`config.mk`:
```
export PLATFORM = sky130hd
export DESIGN_NAME = simon_sequencer
export DESIGN_NICKNAME = d
export VERILOG_FILES = /design/src/rtl/simon_pkg.sv /design/src/rtl/simon_seq_mem.sv /design/src/rtl/simon_sequencer.sv
export SDC_FILE = /design/constraint.sdc
export NUM_CORES = 1
export LEC_CHECK = 0
export ABC_AREA = 1
export ABC_CLOCK_PERIOD_IN_PS = 2800
export CAP_MARGIN = 20
export CORE_MARGIN = 4
export CORE_UTILIZATION = 33
export DETAILED_ROUTE_END_ITERATION = 8
export SLEW_MARGIN = 20
export SYNTH_ARGS = -nofsm -noshare
export SYNTH_HDL_FRONTEND = slang
export SYNTH_SLANG_ARGS = --single-unit
```
`constraint.sdc`:
```
create_clock -name clk -period 2.8 [get_ports clk]
set_input_delay 0.28 -clock clk [delete_from_list [all_inputs] [get_ports clk]]
set_output_delay 0.28 -clock clk [all_outputs]
set_load 0.1 [all_outputs]
```
`src/rtl/simon_pkg.sv`:
```
// Shared types for the Simon Says datapath: colour encoding, sequencer states, LED decode.
package simon_pkg;

   typedef logic [1:0] color_t;

   localparam color_t COL_RED    = 2'd0;
   localparam color_t COL_GREEN  = 2'd1;
   localparam color_t COL_BLUE   = 2'd2;
   localparam color_t COL_YELLOW = 2'd3;

   typedef enum logic [2:0] {
      ST_IDLE,
      ST_CAPTURE,
      ST_PLAY_ON,
      ST_PLAY_OFF,
      ST_DONE
   } seq_state_t;

   function automatic logic [3:0] onehot4(input color_t c);
      logic [3:0] r;
      case (c)
         COL_RED:    r = 4'b0001;
         COL_GREEN:  r = 4'b0010;
         COL_BLUE:   r = 4'b0100;
         COL_YELLOW: r = 4'b1000;
         default:    r = 4'b0000;
      endcase
      return r;
   endfunction

endpackage

```
`src/rtl/simon_seq_mem.sv`:
```
// Colour sequence store: MAX_LEN x 2-bit, synchronous write, two asynchronous read ports.
module simon_seq_mem
   import simon_pkg::*;
#(
   parameter int MAX_LEN = 16,
   parameter int AW      = $clog2(MAX_LEN + 1)
) (
   input  logic          clk,
   input  logic          we,
   input  logic [AW-1:0] waddr,
   input  color_t        wdata,
   input  logic [AW-1:0] raddr_a,
   output color_t        rdata_a,
   input  logic [AW-1:0] raddr_b,
   output color_t        rdata_b
);

   localparam int            IW    = (MAX_LEN > 1) ? $clog2(MAX_LEN) : 1;
   localparam logic [AW-1:0] DEPTH = AW'(MAX_LEN);

   color_t mem_q [MAX_LEN];

   always_ff @(posedge clk) begin
      if (we && (waddr < DEPTH)) mem_q[waddr[IW-1:0]] <= wdata;
   end

   // Out-of-range addresses read as RED rather than aliasing onto a real entry.
   assign rdata_a = (raddr_a < DEPTH) ? mem_q[raddr_a[IW-1:0]] : COL_RED;
   assign rdata_b = (raddr_b < DEPTH) ? mem_q[raddr_b[IW-1:0]] : COL_RED;

endmodule

```
`src/rtl/simon_sequencer.sv`:
```
// Simon Says sequencer: appends one LFSR colour per round, then plays the whole
// sequence out on one-hot LEDs with fixed on/off timing.
module simon_sequencer
   import simon_pkg::*;
#(
   parameter int MAX_LEN    = 16,
   parameter int ON_CYCLES  = 8,
   parameter int OFF_CYCLES = 4,
   parameter int LEN_W      = $clog2(MAX_LEN + 1)
) (
   input  logic             clk,
   input  logic             rst,
   input  logic             new_game,
   input  logic             start_round,
   input  logic [7:0]       lfsr_data,
   input  logic             lfsr_valid,
   input  logic [LEN_W-1:0] rd_idx,
   output color_t           rd_color,
   output logic [3:0]       led,
   output logic [LEN_W-1:0] seq_len,
   output logic             busy,
   output logic             play_done,
   output logic             full
);

   localparam int               TW      = $clog2(ON_CYCLES + OFF_CYCLES + 1);
   localparam logic [TW-1:0]    ON_LAST  = TW'(ON_CYCLES - 1);
   localparam logic [TW-1:0]    OFF_LAST = TW'(OFF_CYCLES - 1);
   localparam logic [TW-1:0]    T_ONE    = TW'(1);
   localparam logic [LEN_W-1:0] LEN_ONE  = LEN_W'(1);
   localparam logic [LEN_W-1:0] LEN_MAX  = LEN_W'(MAX_LEN);

   seq_state_t       state_q, state_d;
   logic [LEN_W-1:0] seq_len_q, seq_len_d;
   logic [LEN_W-1:0] idx_q, idx_d;
   logic [TW-1:0]    timer_q, timer_d;
   logic [3:0]       led_q, led_d;
   logic             busy_q, busy_d;
   logic             play_done_q, play_done_d;
   logic             full_q, full_d;

   logic   wr_en;
   color_t mem_rd, play_rd, play_color;

   simon_seq_mem #(.MAX_LEN(MAX_LEN), .AW(LEN_W)) u_mem (
      .clk     (clk),
      .we      (wr_en),
      .waddr   (seq_len_q),
      .wdata   (lfsr_data[1:0]),
      .raddr_a (rd_idx),
      .rdata_a (mem_rd),
      .raddr_b (idx_d),
      .rdata_b (play_rd)
   );

   always_ff @(posedge clk) begin
      if (rst) begin
         state_q     <= ST_IDLE;
         seq_len_q   <= '0;
         idx_q       <= '0;
         timer_q     <= '0;
         led_q       <= '0;
         busy_q      <= 1'b0;
         play_done_q <= 1'b0;
         full_q      <= 1'b0;
      end else begin
         state_q     <= state_d;
         seq_len_q   <= seq_len_d;
         idx_q       <= idx_d;
         timer_q     <= timer_d;
         led_q       <= led_d;
         busy_q      <= busy_d;
         play_done_q <= play_done_d;
         full_q      <= full_d;
      end
   end

   always_comb begin
      state_d   = state_q;
      seq_len_d = seq_len_q;
      idx_d     = idx_q;
      timer_d   = timer_q;
      wr_en     = 1'b0;
      case (state_q)
         ST_IDLE: begin
            if (start_round) begin
               idx_d   = '0;
               timer_d = '0;
               state_d = full_q ? ST_PLAY_ON : ST_CAPTURE;
            end
         end
         ST_CAPTURE: begin
            if (lfsr_valid) begin
               wr_en = (seq_len_q != LEN_MAX);
               if (seq_len_q != LEN_MAX) seq_len_d = seq_len_q + LEN_ONE;
               idx_d   = '0;
               timer_d = '0;
               state_d = ST_PLAY_ON;
            end
         end
         ST_PLAY_ON: begin
            if (timer_q == ON_LAST) begin
               timer_d = '0;
               state_d = ST_PLAY_OFF;
            end else begin
               timer_d = timer_q + T_ONE;
            end
         end
         ST_PLAY_OFF: begin
            if (timer_q == OFF_LAST) begin
               timer_d = '0;
               if ((idx_q + LEN_ONE) == seq_len_q) begin
                  state_d = ST_DONE;
               end else begin
                  idx_d   = idx_q + LEN_ONE;
                  state_d = ST_PLAY_ON;
               end
            end else begin
               timer_d = timer_q + T_ONE;
            end
         end
         ST_DONE: state_d = ST_IDLE;
         default: state_d = ST_IDLE;
      endcase
      if (new_game) begin
         state_d   = ST_IDLE;
         seq_len_d = '0;
         idx_d     = '0;
         timer_d   = '0;
         wr_en     = 1'b0;
      end
   end

   // The entry being captured is not in memory yet, so forward it to the LEDs directly.
   always_comb begin
      play_color  = (wr_en && (seq_len_q == idx_d)) ? lfsr_data[1:0] : play_rd;
      led_d       = (state_d == ST_PLAY_ON) ? onehot4(play_color) : 4'b0000;
      busy_d      = (state_d != ST_IDLE);
      play_done_d = (state_d == ST_DONE);
      full_d      = (seq_len_d == LEN_MAX);
   end

   assign rd_color  = (rd_idx < seq_len_q) ? mem_rd : COL_RED;
   assign led       = led_q;
   assign seq_len   = seq_len_q;
   assign busy      = busy_q;
   assign play_done = play_done_q;
   assign full      = full_q;

endmodule

```
-- Word level (Yosys, flattened, before mapping)
Memory sizes are Yosys's and may differ from the RTL's.
Cells that the tools add are included.
- eq/ne operators: 16
- order comparisons: 4
- bitwise gates (word level): 1
- muxes and demuxes: 33
- add/sub/neg operators: 3
- reductions and logical operators: 9
- operator list (kind ; count):
    $mux 5 ; 9
    $pmux 4 s4 ; 2
    $mux 3 ; 6
    $mux 4 ; 4
    $lt 5x5->1 const B ; 3
    $pmux 5 s3 ; 1
    $pmux 3 s4 ; 1
    $add 5x1->5 const B ; 2
    $eq 5x5->1 ; 2
    $mux 2 ; 5
    $eq 3x2->1 const B ; 3
    $eq 5x5->1 const B ; 1
    $lt 5x5->1 ; 1
    $mux 1 ; 5
    $ne 5x5->1 const B ; 1
    $add 4x1->4 const B ; 1
    $eq 2x2->1 const B ; 2
    $eq 4x2->1 const B ; 1
    $eq 4x3->1 const B ; 1
    $ne 2x2->1 const B ; 2
    $reduce_bool 4->1 ; 1
    $reduce_or 2->1 ; 2
    $eq 3x1->1 const B ; 1
    $eq 3x3->1 const B ; 1
    7 further kinds ; 8
- input bits: 18
- logic and storage cells: 75
- memory bits (writable): 32
- register bits after elaboration: 24
- output and inout port bits: 14
- memories: 1
- memory list (name ; depth ; width ; rd ports ; clocked after memory_dff ; write ports ; line ; RTL):
    u_mem.mem_q ; 16 ; 2 ; 2 ; 0 ; 1 ; simon_seq_mem.sv:21 ; color_t mem_q [MAX_LEN];

-- Depth between registers and ports, before layout
Gate-level depths: netlist of the first run.
- word-level depth: 11
- depth in mapped cells: 22
- mapped depth without buffers: 22

-- By module
Synthesis of the first run repeated with hierarchy kept, for this count alone.
- cells, all modules: 503
- area, all modules: 3628.5 um^2
- modules (own cells, without submodules) (module ; area each (um^2) ; cells an instance ; seq. area each (um^2) ; times used):
    simon_seq_mem ; 1844.3 ; 233 ; 960.9 ; 1
    simon_sequencer ; 1784.2 ; 270 ; 480.5 ; 1

-- Worst setup path before layout of the first run
Ideal clock, no wire load.
- path kind: register to output
- start: reg seq_len_q[3] (netlist: seq_len[3])
- end: out rd_color[0]
- arrival time: 4.128 ns
- cell stages (with the launch flop): 8
- path slack: -1.608 ns
- required time: 2.520 ns
- buffers on the path: 0
- cell sequence: dfxtp_1 -> inv_1 -> ha_1 -> nand2_1 -> nor2_1 -> o21ai_0 -> o211ai_1 -> a211oi_1
- longest elaborated chain between the ends: 2
- RTL lines (what ; line ; RTL):
    start: declaration ; simon_sequencer.sv:34 ; logic [LEN_W-1:0] seq_len_q, seq_len_d;
    start signal: assignment ; simon_sequencer.sv:68 ; seq_len_q <= seq_len_d;
    $lt 5x5->1 ; simon_sequencer.sv:143 ; assign rd_color = (rd_idx < seq_len_q) ? mem_rd : COL_RED;
    $mux 2 ; simon_sequencer.sv:143 ;
    end: declaration ; simon_sequencer.sv:18 ; output color_t rd_color,
No other way between the ends.

-- Worst setup path after layout of the first run
- start: in rd_idx[1]
- end: out rd_color[0]
- longest elaborated chain between the ends: 3
- elaborated cells between the ends (all ways): 5
- those cells by class: 2 x order compare; 2 x mux; 1 x memory
- RTL lines (what ; line ; RTL):
    start: declaration ; simon_sequencer.sv:17 ; input logic [LEN_W-1:0] rd_idx,
    $mem_v2 16x2 or $lt 5x5->1 (tied branches) ; n/a ;
    $mux 2 ; simon_seq_mem.sv:28 ; assign rdata_a = (raddr_a < DEPTH) ? mem_q[raddr_a[IW-1:0]] : COL_RED;
    $mux 2 * ; simon_sequencer.sv:143 ;
Mark *: on every way between the ends. The rest lies on a longest branch, timed or not.

==> impl_results.md, run 1 <==
- Final Setup Violations: 0
- DIE AREA: roughly 12,000 µm²
- Hold_ws: between 400 and 500 ps
- # H-tree levels: 2
- Die Ht: 108.4 µm
- Design area: between 4000 and 5000 µm²
- Max Clock Skew: between 6 and 7 ps
- Initial Util: between 30% and 40%
- Global-route wire length before repair: about 15,000 µm
- Cts hold-fix bufs: 0
- Fin nets: about 500
- EDFF count, synth: 32
- CTS tree: done
- Core Rows: 36
- CP max stage delay: around 630 ps
- CP max FO: 10
- Initial antenna violation count: 0
- Leakage: approximately 1.6 nW
- Hold Fails Final Rpt: 0
- Via density: between 5 and 6
- ANT nets after route: 0
- PortBufs: 25
- Clock Sinks: 56
- Ys async rst share: 0%
- Worst EP required: about 2500 ps
- Crit path max-delay family: buffers and inverters
- Gate Count Post-Synth: between 400 and 500
- Element type at the critical path end: primary output
- Vias in the first global route: about 3.1k
- Clk root buf: clkbuf_8
- Num ports: 32
- Global placer's final weighted congestion: roughly 0.90
- Syn Area/Cell: just under 8 µm²
- Max cap viols: 0
- DR vias: between 3k and 4k
- Slowest CP cell: clkdlybuf4s50_1
- Yosys reg bits: 56
- Power Density: between 300 and 400 nW/µm²
- Largest net degree at the start of global routing: 20
- Synth cell types: 38
- Hpwl dp: 6909 µm
- Clk pin slew, worst setup/hold paths: approximately 100 ps
- Final Max Slew Viols: 0
- Ys Warns: 0
- DIE WIDTH: around 110 µm
- Seq/Total Area, Yosys: roughly 43%
- Skew-Pair Late Insertion Delay: between 300 and 400 ps
- Worst vdd ir: approximately 0.17 mV
- Ys flop type: edfxtp_1
- WS Path Type: in -> out
- Grt total ovfl: 0
- Clock Path Buffers: 2
- Crit-path cells: clkdlybuf4s50_1, inv_1, o21ai_0, o221ai_1, nand3_1, a211oi_4, buf_12
- Arr. time, crit path: roughly 2400 ps
- Bufs and invs on worst path: 3
- Fraction of layout cells with a size suffix above 1: between 10% and 20%
- Core area: 9819 µm²
- Area added between synthesis and finish: 21.16%
- Drc violations: 0
- CTS Buf Count: 5
- Worst Hold Class: reg -> reg
- GR Util All Layers: 16.34%
- RSZ-0062 raised after global routing: no
- Drt first pass iters: 5
- Post-route clock period utilization: a little over nine tenths
- Syn Nets: approximately 460
- Routed wire length: 9199 µm
- Slew margin rel.: ~57%
- Final TNS setup: 0 ps
- Max Clock Freq: 379.3 MHz
- Critical Path Source Type: input port
- Min Clock Period, post-route: 2636 ps
- Mapped Area: about 3300 µm²
- 1st-iter DRT viols: ~420
- Measured slew at the worst slew-check pin: 642.2 ps
- Cell Area, Placed: about 3800 µm²
- Diodes inserted: 0
- Status: completed
- DR WL/cell: ~15 µm
==> timing repair <==
item	in CTS	in global routing
endpoints found under the setup margin	0	4
setup buffers	0	2
gates resized for setup	0	17
==> cell families (layout without fill, tap and decap cells) <==
family / count (synthesis) / count (layout) / synth area share (%)
xor+xnor: 1 / 1 / 0.2631
fa+ha+maj: 10 / 10 / 3.758
simple gates: 243 / 243 / 33.75
buf+inv: 62 / 105 / 7.854
compound gates: 59 / 59 / 11.09
flops: 56 / 56 / 43.29
==> per-layer routing <==
layer	routed length (µm)	GRT usage, %	vias up
li1	-	-	1546
met1	4212	22.50	1493
met2	4182	25.55	114
met3	551	2.985	21
met4	252	6.041	0
met5	0	0	-
==> worst min-delay path, delay by kind of cell, from the launching register on <==
| family | cells | cell delay [ps] |
|---|---|---|
| flops | 1 | 340 |
| compound gates | 1 | 50 |
| simple gates | 1 | 70 |
==> final timing paths <==
check                                             start                       to  slack [ps]  depth (start not counted)
worst min-delay path            timer_q[1]$_SDFFE_PP0P_  timer_q[1]$_SDFFE_PP0P_         490                          2
worst max register to register      idx_q[1]$_SDFF_PP0_        led[3]$_SDFF_PP0_         210                         21
worst min register to register  timer_q[1]$_SDFFE_PP0P_  timer_q[1]$_SDFFE_PP0P_         490                          2
worst max-delay path                          rd_idx[1]              rd_color[0]         160                          7
==> Yosys cell counts, types with 2 or more instances <==
cell       n  area share (%)
inv_1     49             5.5
nand3_4    2             1.1
nor2_1    73             8.2
clkbuf_1   4            0.45
edfxtp_1  32              29
o22ai_1    3            0.56
buf_2      2            0.30
nand2_2    6             1.1
ha_1      10             3.8
nand4_1    9             1.7
or2_2      2            0.38
nor2_2     2            0.38
o21ai_0   23             3.5
dfxtp_1   24              14
o221ai_1   6             1.6
nand3_1   67              10
buf_6      3             1.0
o211ai_1   5             1.1
nand3_2    4             1.2
nand2_1   72             8.1
inv_2      2            0.23
a211oi_1   4            0.90
nor3_1     2            0.30
a21oi_1   11             1.7
==> state kept, by name, indices dropped and copies added, names as in the netlist, 3 cells and up <==
| signal | flops |
|---|---|
| u_mem.mem_q | 32 |
| timer_q | 4 |
| idx_q | 5 |
| seq_len | 5 |
| led | 4 |
| state_q | 3 |
==> through the flow <==
stage                     util (%)  std cells  power (W)  worst slack [ps]
after global placement       38.99        596   0.001048             166.5
after global routing         41.08        607   0.001578             1.900
after CTS                    39.96        604   0.001518             95.51
after detailed placement     38.99        596   0.001049             124.5
after floorplan                  -        431  0.0009853             38.71
final                        41.08        607   0.001509             163.6
==> layout by cell type (no fill, tap or decap), types with 4 or more instances in the layout <==
| cell | count |
|---|---|
| nor2_2 | 4 |
| nand2_1 | 69 |
| dfxtp_1 | 17 |
| inv_1 | 48 |
| a21oi_1 | 11 |
| o221ai_1 | 6 |
| clkdlybuf4s50_1 | 11 |
| ha_1 | 9 |
| nand2_2 | 9 |
| buf_4 | 29 |
| o21ai_0 | 23 |
| edfxtp_1 | 32 |
| dfxtp_2 | 7 |
| clkbuf_8 | 5 |
| nand3_1 | 65 |
| nand3_2 | 6 |
| o211ai_1 | 5 |
| nor2_1 | 71 |
| nand4_1 | 9 |
==> power by group <==
part	leakage, nW	total [W]	switching [W]	internal (W)
clock network	0.0491	0.000475	0.000290	0.000185
registers	0.485	0.000874	0.00000333	0.000871
logic	1.04	0.000159	0.000107	0.0000526
==> cell type report <==
class | instances | area, µm²
fillers | 1021 | 5786
clock buffers | 5 | 68.82
repair buffers | 45 | 424.2
inverters | 52 | 195.2
flip-flops and latches | 56 | 1450
well taps | 133 | 166.4
multi-input cells | 313 | 1703
clock inverters | 3 | 26.28
(Power assumes the default switching activity.)
==> run 2, diff against run 1 <==
ABC_CLOCK_PERIOD_IN_PS = 3300   (was 2800)
clock period = 3.3 ns   (was 2.8 ns; I/O delays follow)
==> impl_results.md, run 2 (same netlist as run 1, synthesis figures left out) <==
- Status: completed
- Clock Sinks: 56
- Power Density: around 340 nW/µm²
- Hold path start: timer_q[1]$_SDFFE_PP0P_
- Metal2 WL: just over 4000 µm
- Post-CTS setup buffers: 0
- Core area: between 9000 and 10,000 µm²
- Min Clock Period, post-route: just over 3000 ps
- Die Ht: ~110 µm
- Crit-path cells: ha_1, nand2_2, o21ai_2, nand2_1, nand2_1, nand2_2, nand3_4, nand2_2, a21oi_1, nand2_1, inv_2, nand3_1, nand3_1, nand3_1, nand3_1, nand2_1, inv_1, nor2_1
- Multi-input logic area: between 1500 and 2000 µm²
- Max Clock Skew: approximately 7.1 ps
- Hold Fails Final Rpt: 0
- Area added between synthesis and finish: 16.87%
- Hold Path End: timer_q[1]$_SDFFE_PP0P_
- 1st-iter DRT viols: about 240
- Clk root buf: clkbuf_8
- Vias in the first global route: around 2.9k
- FF+latch area: 1441 µm²
- PortBufs: 25
- Diodes inserted: 0
- R2R cell count: 18
- Setup WS pre-CTS: around 360 ps
- Slew margin rel.: approximately a third
- Largest net degree at the start of global routing: 19
- Post-cts resize count: 0
- Measured slew at the worst slew-check pin: 985.0 ps
- # H-tree levels: 2
- Max reg flops: 32
- Drc violations: 0
- Grt total ovfl: 0
- Element type at the critical path end: flip-flop
- CP max stage delay: roughly 520 ps
- M1 wire length: ~4100 µm
- Final WS setup: ~280 ps
- Initial Util: 33.91%
- Post-Route Utilization: between 30% and 40%
- DR vias: between 3k and 4k
- Clk pin slew, worst setup/hold paths: roughly 100 ps
- Initial antenna violation count: 0
- CTS tree: done
- Skew-Pair Late Insertion Delay: between 300 and 400 ps
- Final Max Slew Viols: 0
- Max Clock Freq: about 330 MHz
- Fraction of layout cells with a size suffix above 1: 9.307%
- Hpwl dp: about 6500 µm
- ANT nets after route: 0
- Post-route clock period utilization: 91.42%
- Arr. time, crit path: between 3000 and 4000 ps
- Global-route wire length before repair: 14,410 µm
- Met3 routed WL: about 520 µm
- Final TNS setup: 0 ps
- DR WL/cell: around 15 µm
- CTS Buf Count: 5
- Core Rows: 36
- Worst Hold Class: reg -> reg
- Leakage: between 1 and 1.5 nW
- Critical Path Source Type: flip-flop
- Clock Path Buffers: 2
- Cts hold-fix bufs: 0
- Via density: 5.178
- Final Setup Violations: 0
- Commonest non-fill, non-tap cell in the layout: nor2_1
- GR Util All Layers: 15.50%
- CP max FO: 11
- Hold_ws: approximately 490 ps
- Worst r2r dst: led[3]$_SDFF_PP0_
- Most frequent cells in the layout: nor2_1, nand2_1, nand3_1
- DIE AREA: roughly 12,000 µm²
- DR top layer: met4
- DIE WIDTH: ~110 µm
- Fin nets: between 400 and 500
- RSZ-0062 raised after global routing: no
- Max cap viols: 0
- Worst EP required: 3510 ps
- Fillers: around 1.1k
- Hold path cells: 2
- Reg2reg start: idx_q[0]$_SDFF_PP0_
- Routed wire length: ~9000 µm
- Worst vdd ir: ~0.16 mV
- Slowest CP cell: dfxtp_1
- WS Path Type: reg -> reg
- Reg2reg setup slack: around 280 ps
- Drt first pass iters: 5
- Global placer's final weighted congestion: 0.8776
- Num ports: 32
## run 2: area by class of cell
cell class / instances / area share (%)
Multi-Input combinational cell: 313 / 42.06
Sequential cell: 56 / 37.04
Timing Repair Buffer: 33 / 8.489
Inverter: 52 / 5.016
Tap cell: 133 / 4.277
Clock buffer: 6 / 2.122
Clock inverter: 2 / 0.9968
## run 2: per-stage QoR
step | total power (W) | std cells | instance area (µm²)
final | 0.001342 | 595 | 3891
after global routing | 0.001398 | 595 | 3891
after CTS | 0.001354 | 595 | 3891
after detailed placement | 0.0008847 | 587 | 3770
after global placement | 0.0008841 | 587 | 3770
after floorplan | 0.0008329 | 431 | 3339
## run 2: power breakdown
part	leakage (nW)	switching, W	internal [W]
clock network	0.0614	0.000224	0.000248
registers	0.481	0.00000232	0.000738
logic	0.941	0.0000865	0.0000424
## run 2: critical path: cells and delay by family, from the launching register on
kind                       cells  cell delay [ps]
and+or+nand+nor               13             1440
AOI/OAI and AO/OA              2              330
DFF                            1              520
buffers and inverters          2              350
adders and majority gates      1              270
## run 2: routing by layer
metal / vias to the layer above / global-route usage [%]
met1: 1418 / 21.61
met3: 19 / 2.925
met4: 0 / 4.869
met2: 122 / 24.27
li1: 1522 / -
met5: - / 0
## run 2: how the worst max path moves through the flow
stage / to / depth (start not counted) / from
after CTS: led[3]$_SDFF_PP0_ / 18 / idx_q[0]$_SDFF_PP0_
after global routing: led[3]$_SDFF_PP0_ / 18 / idx_q[0]$_SDFF_PP0_
after global placement: led[3]$_SDFF_PP0_ / 18 / idx_q[0]$_SDFF_PP0_
final: led[3]$_SDFF_PP0_ / 18 / idx_q[0]$_SDFF_PP0_
after detailed placement: led[3]$_SDFF_PP0_ / 18 / idx_q[0]$_SDFF_PP0_
after floorplan: rd_color[0] / 7 / seq_len[3]$_SDFF_PP0_
==> run 3, diff against run 2 <==
GPL_ROUTABILITY_DRIVEN = 0   (was unset)
==> results of run 3 <==
The final DEF is identical to that of run 2; final timing and power are the same.
